<file path="src/rtl/pipe_hazard_sb_pkg.sv">
// Shared defaults, widths and helpers for the ID-stage hazard/forwarding scoreboard.
package pipe_hazard_sb_pkg;

    localparam int unsigned NSTAGE_DEF   = 3;
    localparam int unsigned AW_DEF       = 5;
    localparam int unsigned DW_DEF       = 32;
    localparam int unsigned LOAD_RDY_DEF = 1;
    localparam int unsigned CNT_W        = 32;

    // Width of a forwarding select: 0 = regfile, k = entry k-1.
    function automatic int unsigned sel_w(input int unsigned nstage);
        return $clog2(nstage + 1);
    endfunction

    typedef enum logic [1:0] {
        HZ_NONE  = 2'd0,
        HZ_FLUSH = 2'd1,
        HZ_STALL = 2'd2
    } hz_action_e;

endpackage

</file>
<file path="src/rtl/pipe_fwd_match.sv">
// Per-operand scoreboard lookup: youngest matching in-flight write decides the
// forwarding select, or flags a load-use hazard when that write is a load not yet ready.
module pipe_fwd_match
    import pipe_hazard_sb_pkg::*;
#(
    parameter int unsigned NSTAGE   = NSTAGE_DEF,
    parameter int unsigned AW       = AW_DEF,
    parameter int unsigned LOAD_RDY = LOAD_RDY_DEF,
    parameter int unsigned SW       = sel_w(NSTAGE)
) (
    input  logic [AW-1:0]        i_src,
    input  logic                 i_used,
    input  logic [NSTAGE-1:0]    i_ent_valid,
    input  logic [NSTAGE-1:0]    i_ent_load,
    input  logic [NSTAGE*AW-1:0] i_ent_addr,
    output logic [SW-1:0]        o_sel,
    output logic                 o_luse
);

    logic w_src_live;

    assign w_src_live = i_used & (i_src != '0);

    // Walk oldest to youngest so the youngest match overrides.
    always_comb begin
        o_sel  = '0;
        o_luse = 1'b0;
        for (int k = int'(NSTAGE) - 1; k >= 0; k--) begin
            if (w_src_live && i_ent_valid[k] && (i_ent_addr[k*AW +: AW] == i_src)) begin
                if (i_ent_load[k] && (k < int'(LOAD_RDY))) begin
                    o_sel  = '0;
                    o_luse = 1'b1;
                end else begin
                    o_sel  = SW'(k + 1);
                    o_luse = 1'b0;
                end
            end
        end
    end

endmodule

</file>
<file path="src/rtl/pipe_hazard_sb.sv">
// Hazard/forwarding scoreboard beside ID: tracks in-flight writes EX..WB and
// produces same-cycle operand forwarding, load-use/busy stalls and flush bubbles.
module pipe_hazard_sb
    import pipe_hazard_sb_pkg::*;
#(
    parameter int unsigned NSTAGE   = NSTAGE_DEF,
    parameter int unsigned AW       = AW_DEF,
    parameter int unsigned DW       = DW_DEF,
    parameter int unsigned LOAD_RDY = LOAD_RDY_DEF,
    localparam int unsigned SW      = sel_w(NSTAGE)
) (
    input  logic                 clk,
    input  logic                 reset,
    input  logic                 id_valid,
    input  logic [AW-1:0]        id_rs,
    input  logic [AW-1:0]        id_rt,
    input  logic                 id_rs_used,
    input  logic                 id_rt_used,
    input  logic                 id_wr_en,
    input  logic [AW-1:0]        id_wr_addr,
    input  logic                 id_is_load,
    input  logic                 flush,
    input  logic                 ext_busy,
    input  logic [NSTAGE*DW-1:0] stage_data,
    input  logic [DW-1:0]        rf_rs_data,
    input  logic [DW-1:0]        rf_rt_data,
    output logic [SW-1:0]        fwd_rs_sel,
    output logic [SW-1:0]        fwd_rt_sel,
    output logic [DW-1:0]        fwd_rs_data,
    output logic [DW-1:0]        fwd_rt_data,
    output logic                 stall_pc,
    output logic                 stall_ifid,
    output logic                 bubble_ex,
    output logic [CNT_W-1:0]     luse_cnt
);

    logic [NSTAGE-1:0]    r_valid;
    logic [NSTAGE-1:0]    r_load;
    logic [NSTAGE*AW-1:0] r_addr;
    logic [CNT_W-1:0]     r_luse_cnt;

    logic [SW-1:0]        w_rs_sel;
    logic [SW-1:0]        w_rt_sel;
    logic                 w_rs_luse;
    logic                 w_rt_luse;
    logic                 w_luse;
    logic                 w_bubble;
    hz_action_e           w_action;

    pipe_fwd_match #(
        .NSTAGE   (NSTAGE),
        .AW       (AW),
        .LOAD_RDY (LOAD_RDY),
        .SW       (SW)
    ) u_match_rs (
        .i_src       (id_rs),
        .i_used      (id_rs_used),
        .i_ent_valid (r_valid),
        .i_ent_load  (r_load),
        .i_ent_addr  (r_addr),
        .o_sel       (w_rs_sel),
        .o_luse      (w_rs_luse)
    );

    pipe_fwd_match #(
        .NSTAGE   (NSTAGE),
        .AW       (AW),
        .LOAD_RDY (LOAD_RDY),
        .SW       (SW)
    ) u_match_rt (
        .i_src       (id_rt),
        .i_used      (id_rt_used),
        .i_ent_valid (r_valid),
        .i_ent_load  (r_load),
        .i_ent_addr  (r_addr),
        .o_sel       (w_rt_sel),
        .o_luse      (w_rt_luse)
    );

    assign w_luse = w_rs_luse | w_rt_luse;

    // Flush beats stall; while reset is low everything is forced quiet.
    always_comb begin
        w_action = HZ_NONE;
        if (!reset) begin
            w_action = HZ_NONE;
        end else if (flush) begin
            w_action = HZ_FLUSH;
        end else if (w_luse || ext_busy) begin
            w_action = HZ_STALL;
        end
    end

    always_comb begin
        stall_pc   = 1'b0;
        stall_ifid = 1'b0;
        w_bubble   = 1'b0;
        case (w_action)
            HZ_FLUSH: w_bubble = 1'b1;
            HZ_STALL: begin
                stall_pc   = 1'b1;
                stall_ifid = 1'b1;
                w_bubble   = 1'b1;
            end
            default: ;
        endcase
    end

    assign bubble_ex  = w_bubble;
    assign fwd_rs_sel = reset ? w_rs_sel : '0;
    assign fwd_rt_sel = reset ? w_rt_sel : '0;

    // Operand mux: select k picks the result of entry k-1.
    always_comb begin
        fwd_rs_data = rf_rs_data;
        fwd_rt_data = rf_rt_data;
        for (int unsigned k = 0; k < NSTAGE; k++) begin
            if (fwd_rs_sel == SW'(k + 1)) begin
                fwd_rs_data = stage_data[k*DW +: DW];
            end
            if (fwd_rt_sel == SW'(k + 1)) begin
                fwd_rt_data = stage_data[k*DW +: DW];
            end
        end
    end

    // In-flight write tracker; a bubbled ID instruction enters as invalid.
    always_ff @(posedge clk or negedge reset) begin
        if (!reset) begin
            r_valid <= '0;
            r_load  <= '0;
            r_addr  <= '0;
        end else begin
            r_valid[0]     <= id_valid & id_wr_en & ~w_bubble;
            r_load[0]      <= id_is_load;
            r_addr[0 +: AW] <= id_wr_addr;
            for (int unsigned k = 1; k < NSTAGE; k++) begin
                r_valid[k]         <= r_valid[k-1];
                r_load[k]          <= r_load[k-1];
                r_addr[k*AW +: AW] <= r_addr[(k-1)*AW +: AW];
            end
        end
    end

    always_ff @(posedge clk or negedge reset) begin
        if (!reset) begin
            r_luse_cnt <= '0;
        end else if (w_luse && !flush && id_valid) begin
            r_luse_cnt <= r_luse_cnt + CNT_W'(1);
        end
    end

    assign luse_cnt = r_luse_cnt;

endmodule
</file>
<file path="config.mk">
export PLATFORM = sky130hd
export DESIGN_NAME = pipe_hazard_sb
export DESIGN_NICKNAME = d
export VERILOG_FILES = /design/src/rtl/pipe_hazard_sb_pkg.sv /design/src/rtl/pipe_fwd_match.sv /design/src/rtl/pipe_hazard_sb.sv
export SDC_FILE = /design/constraint.sdc
export NUM_CORES = 1
export LEC_CHECK = 0
export CAP_MARGIN = 10
export CORE_AREA = 2 2 96 144
export DETAILED_ROUTE_END_ITERATION = 16
export DIE_AREA = 0 0 98 146
export GPL_TIMING_DRIVEN = 1
export PLACE_DENSITY_LB_ADDON = 0.12
export SETUP_SLACK_MARGIN = 0.05
export SLEW_MARGIN = 20
export SYNTH_ARGS = -nofsm -noshare
export SYNTH_HDL_FRONTEND = slang
export SYNTH_SLANG_ARGS = --single-unit
</file>
<file path="constraint.sdc">
create_clock -name clk -period 4.28 [get_ports clk]
set_input_delay 1.284 -clock clk [delete_from_list [all_inputs] [get_ports clk]]
set_output_delay 1.284 -clock clk [all_outputs]
set_load 0.01 [all_outputs]
</file>
Word level (Yosys, flattened, before mapping)
Index checks and enable logic that the tools add are counted.

storage, ports and cells
  input port bits = 184
  flip-flop bits (word level) = 51

operators by class
  reductions and logical operators = 19
  bitwise operators = 6
  add/subtract/negate cells = 1
  mux-type cells = 23
  eq/ne operators = 14

operator list
  operator                                       number
  2-to-1 mux 32 bit                              6
  adder 32 x 1 -> 32 bit, second input constant  1
  == test 5 bit                                  6
  2-to-1 mux 2 bit                               11
  logical AND 1 bit                              14
  == test 2 bit, second input constant           5
  nonzero test 5 bit                             2
  == test 2 x 1 -> 1 bit, second input constant  3
  2-to-1 mux 1 bit                               6
  bitwise AND 1 bit                              4
  OR reduction 2 bit                             1
  logical NOT 1 bit                              1
  logical OR 1 bit                               1
  inverter 1 bit                                 1
  OR 1 bit                                       1

Depth between registers and ports, before layout
  depth in word-level cells = 15
  gate-level depth with buffers = 8
  depth with buffers taken out = 8

By module
A second synthesis with hierarchy kept.

unflattened totals
  cell total of the unflattened synthesis = 560
  area, all modules = 4585.6 um^2

modules (own cells, without submodules)
  module          area an instance (um^2)  seq. area each (um^2)  instances  cells each
  pipe_hazard_sb  4142.7                   1326.3                 1          500
  pipe_fwd_match  221.5                    0.0                    2          30

Worst setup path after synthesis
No wires, ideal clock.

  path kind = input port to output port
  from = input port id_rt[0]
  to = output port fwd_rt_data[23]
  slack = -0.241 ns
  arrival time = 3.237 ns
  path buffers = 1
  stages = 7
  path through = or4_1 > o21a_1 > nand4_4 > nand2_1 > a21oi_4 > buf_6 > mux4_2

on the way
  cells in the longest elaborated chain, start to end = 12
  elaborated cells on any way between the ends = 21
  those cells by class = 6 x eq/ne; 7 x mux; 1 x bitwise; 7 x reduce/logical

RTL lines
  element                         RTL line               source
  from (decl)                     pipe_hazard_sb.sv:16   input logic [AW-1:0] id_rt,
  nonzero test 5 bit              pipe_fwd_match.sv:22   assign w_src_live = i_used & (i_src != '0);
  bitwise AND 1 bit               pipe_fwd_match.sv:22
  logical AND 1 bit (2 in a row)  pipe_fwd_match.sv:29   if (w_src_live && i_ent_valid[k] && (i_ent_addr[k*AW +: AW] == i_src)) begin
  2-to-1 mux 2 bit (2 in a row)   pipe_fwd_match.sv:29
  2-to-1 mux 2 bit *              pipe_fwd_match.sv:29
  2-to-1 mux 2 bit *              pipe_hazard_sb.sv:111  assign fwd_rt_sel = reset ? w_rt_sel : '0;
  via fwd_rt_sel[1]               pipe_hazard_sb.sv:28   output logic [SW-1:0] fwd_rt_sel,
  == test 2 x 1 -> 1 bit          pipe_hazard_sb.sv:121  if (fwd_rt_sel == SW'(k + 1)) begin
  2-to-1 mux 32 bit (2 in a row)  pipe_hazard_sb.sv:121
  2-to-1 mux 32 bit *             pipe_hazard_sb.sv:121
  to (decl)                       pipe_hazard_sb.sv:30   output logic [DW-1:0] fwd_rt_data,

The timed path passes the listed nets; every way through them passes the cells marked *.

Final worst setup path
  from = input port id_rs[3]
  to = output port fwd_rs_data[26]

on the way
  cells in the longest elaborated chain, start to end = 12
  elaborated cells on any way between the ends = 21
  those cells by class = 6 x eq/ne; 7 x mux; 1 x bitwise; 7 x reduce/logical

RTL lines
  element                         RTL line               source
  from (decl)                     pipe_hazard_sb.sv:15   input logic [AW-1:0] id_rs,
  nonzero test 5 bit              pipe_fwd_match.sv:22
  bitwise AND 1 bit               pipe_fwd_match.sv:22
  logical AND 1 bit (2 in a row)  pipe_fwd_match.sv:29
  2-to-1 mux 2 bit (2 in a row)   pipe_fwd_match.sv:29
  2-to-1 mux 2 bit *              pipe_fwd_match.sv:29
  2-to-1 mux 2 bit *              pipe_hazard_sb.sv:110  assign fwd_rs_sel = reset ? w_rs_sel : '0;
  == test 2 x 1 -> 1 bit          pipe_hazard_sb.sv:118  if (fwd_rs_sel == SW'(k + 1)) begin
  2-to-1 mux 32 bit (2 in a row)  pipe_hazard_sb.sv:118
  2-to-1 mux 32 bit *             pipe_hazard_sb.sv:118
  to (decl)                       pipe_hazard_sb.sv:29   output logic [DW-1:0] fwd_rs_data,

Mark *: on every way between the ends. The rest lies on a longest branch, timed or not.

==> flow_summary_export.csv <==
group,metric,value,unit
global_route,grt_use_total,26.2,%
sta,worstMarginPinSlew,0.846,ns
cts,cts_tree,"yes",
sta,final.setup.worst_slack,-0.661,ns
detailed_routing,initialDrtViolationCount,127,
synth,synth_seq_area_share,31.2,%
die,die_w,98,um
min_path,holdPathStages,0,
synth,synth_top_area_share,33.6,%
sta,rsz0062_at_grt,"yes",
sta,fmax,202,MHz
sta,setup_violations,70,
die,die_h,146,um
setup_path,r2r_end,"r_valid[0]",
cts,cts_buffers,5,
min_path,hold_path_end,"r_valid[2]",
cts,clock-root-buffer,"clkbuf_16",
setup_path,start_kind,"input port",
detailed_routing,vias_per_cell,5.15,
status,violations,"setup timing",
pwr,p_total,0.00134,W
sta,fin_crit,4.94,ns
detailed_routing,num_vias,4317,
pwr,p_leak,3.42,nW
setup_path,endpoint_kind,"output port",
setup_path,required,3.00,ns
synth,synthTopCellsByArea,"mux4_2, dfrtp_1, xnor2_1",
die,die_area,14300,um^2
die,initial_core_util,31.5,%
die,rows,51,
synth,yosysTopAreaCell,"mux4_2",
min_path,hold_class,"reg2reg",
synth,syn_nets,484,
synth,syn-instance-count,298,
min_path,worstHoldStart,"r_valid[1]",
sta,maxSlewHeadroom,43.0,%
die,io_pins,287,
setup_path,critical_path_class,"in2out",
detailed_routing,drc,0,
cts,clock_sinks,51,
synth,yosysWarnings,0,
run,maxCapViolations,0,
synth,synthArstFlopShare,100,%
synth,syn_area,4090,um^2
global_route,antenna_found_initial,14,
placed_design,place_hpwl,14400,um
layout,multiInputGateArea,2700,um^2
synth,syn_avg_cell_area,13.7,um^2
sta,tns,-36.85,ns
die,coreArea,13000,um^2
pwr,p_per_area,159,nW/um^2
synth,synthDistinctLibCells,41,
synth,ys.flop_type,"dfrtp_1",
status,status,"finished with violations",
setup_path,r2r-start,"r_addr[1]",
detailed_routing,wl_per_cell,22.5,um
pwr,vdd_drop_max,0.278,mV
detailed_routing,routed_wl,18900,um
global_route,grt_pass1_vias,4698,
detailed_routing,route.antenna.remaining_nets,0,
setup_path,cp_max_fo,6,
setup_path,reg2reg_slack,1.64,ns
cts,clk_latency,0.30,ns
sta,hold_viol,0,
placed_design,gp_congestion,0.950,
layout,fillers,1001,
synth,synth-edff-count,0,
cts,htreeDepth,2,
cts,path_clk_slew,0.07,ns
sta,fin_worst_skew,0.00847,ns
setup_path,r2r_cells,12,
synth,synth-seq-cells,51,
cts,clock_path_buffers,2,
sta,period_share,115,%
global_route,grt_max_degree,29,
setup_path,cp.arrival,3.66,ns
global_route,grt_pass1_wl,28600,um
detailed_routing,first_pass_iters,4,
layout,register_area,1280,um^2
layout,drive_above_1_share,41.3,%
placed_design,portBuffers,286,
sta,maxSlewViolCount,0,
layout,layout.nets,856,
layout,layout-area-overhead-vs-synth,106,%
cts,cts_hold_buf,0,
global_route,grt_overflow,0,
[cell type report]
type / count / share of cell area (%)
tap: 159 / 2.36
clock inverter: 3 / 0.327
clock buffer: 5 / 1.49
sequential: 51 / 15.2
inverter: 9 / 0.401
multi-input combinational: 222 / 32.1
antenna: 9 / 0.267
timing repair buffer: 381 / 47.9
[cells in the mapped netlist (3+ instances only)]
cell type	n
nand2_1	19
nor3_1	4
inv_1	9
and3_1	3
nand4_1	10
nor4_1	4
mux4_1	3
buf_6	13
nand3_1	8
mux4_2	61
xor2_1	29
xnor2_1	32
nor2_1	16
dfrtp_1	51
[cell families after synthesis]
kind of cell / after synthesis / synth area share [%]
and+or+nand+nor: 82 / 11.6
buffers and inverters: 25 / 4.87
xor gates and xnor gates: 61 / 13.1
adders and majority gates: 2 / 0.612
DFF: 51 / 31.2
muxes: 65 / 35.8
AOI/OAI and AO/OA: 12 / 2.73
[per-layer routing]
metal / share of wire [%] / global-route usage [%] / routed length [um] / vias to the layer above
li1: - / - / - / 1915
met1: 33 / 27.5 / 6330 / 2144
met2: 53 / 47.0 / 9950 / 214
met3: 10 / 10.7 / 1980 / 36
met4: 3.0 / 9.03 / 576 / 8
met5: 0.29 / 0 / 54 / -
[where the power goes]
part | internal [W] | switching (W)
sequential | 0.000491 | 0.0000126
clock | 0.000222 | 0.000189
combinational | 0.000284 | 0.000139
[through the flow]
stage | setup slack [ns] | utilization (%) | instances | cell area (um^2) | hold slack [ns]
global placement | -1.21 | 56.9 | 769 | 7370 | 0.401
detailed placement | -1.26 | 56.9 | 769 | 7370 | 0.403
CTS | -0.669 | 64.0 | 826 | 8290 | 0.420
finish | -0.661 | 65.0 | 839 | 8420 | 0.419
floorplan | -0.227 | - | 298 | 4120 | 0.374
global route | -0.715 | 64.9 | 834 | 8410 | 0.448
[worst max-delay path, cell delays in order]
cell and delay (ns):
buf_6 0.09, or4_4 0.53, o21ai_4 0.21, buf_6 0.12
and4b_4 0.20, nor4_4 0.31, o21ai_4 0.09, buf_12 0.15
buf_8 0.12, buf_6 0.11, mux4_2 0.29, buf_6 0.14
[worst max path at each step]
| stage | slack, ns | to | from | cells past startpoint |
|---|---|---|---|---|
| 2_1_floorplan | -0.23 | fwd_rt_data[23] | id_rt[0] | 7 |
| 3_3_place_gp | -1.21 | fwd_rt_data[31] | id_rt[0] | 9 |
| 3_5_place_dp | -1.26 | fwd_rs_data[31] | id_rs[4] | 11 |
| 4_1_cts | -0.67 | fwd_rs_data[10] | id_rs[2] | 12 |
| 5_1_grt | -0.72 | fwd_rs_data[4] | id_rs[3] | 12 |
| 6_report | -0.66 | fwd_rs_data[26] | id_rs[3] | 12 |
[placed cells by master, fill, tap and decap left out, types with 2 or more instances in the layout]
cell type / n
nor4_2: 4
nor3b_2: 2
nor3_1: 3
xnor2_1: 32
clkbuf_16: 5
inv_1: 7
nand4_1: 10
xor2_2: 2
buf_12: 15
buf_8: 3
clkdlybuf4s50_1: 204
buf_16: 11
or4_4: 2
buf_2: 22
o21ai_4: 2
mux4_2: 64
buf_4: 45
nor2_1: 16
diode_2: 9
nand3_1: 8
and2_1: 2
nand2_1: 17
dfrtp_1: 51
and4_1: 2
clkbuf_2: 2
and3_1: 3
buf_6: 78
xor2_1: 27
inv_2: 2
nand2_2: 2
[flip-flops by register name, summed over array words and instances (netlist names)]
register and cells:
r_load 1, r_addr 15, luse_cnt 32, r_valid 3
[repair_timing]
action                                  in CTS  in global routing
endpoints found under the setup margin      71                 71
gates cloned                                13                  0
pin swaps                                   17                 12
resized for setup                          424                 25
setup buffers                               36                  8
Note: power is estimated with default switching activity, not from simulation.
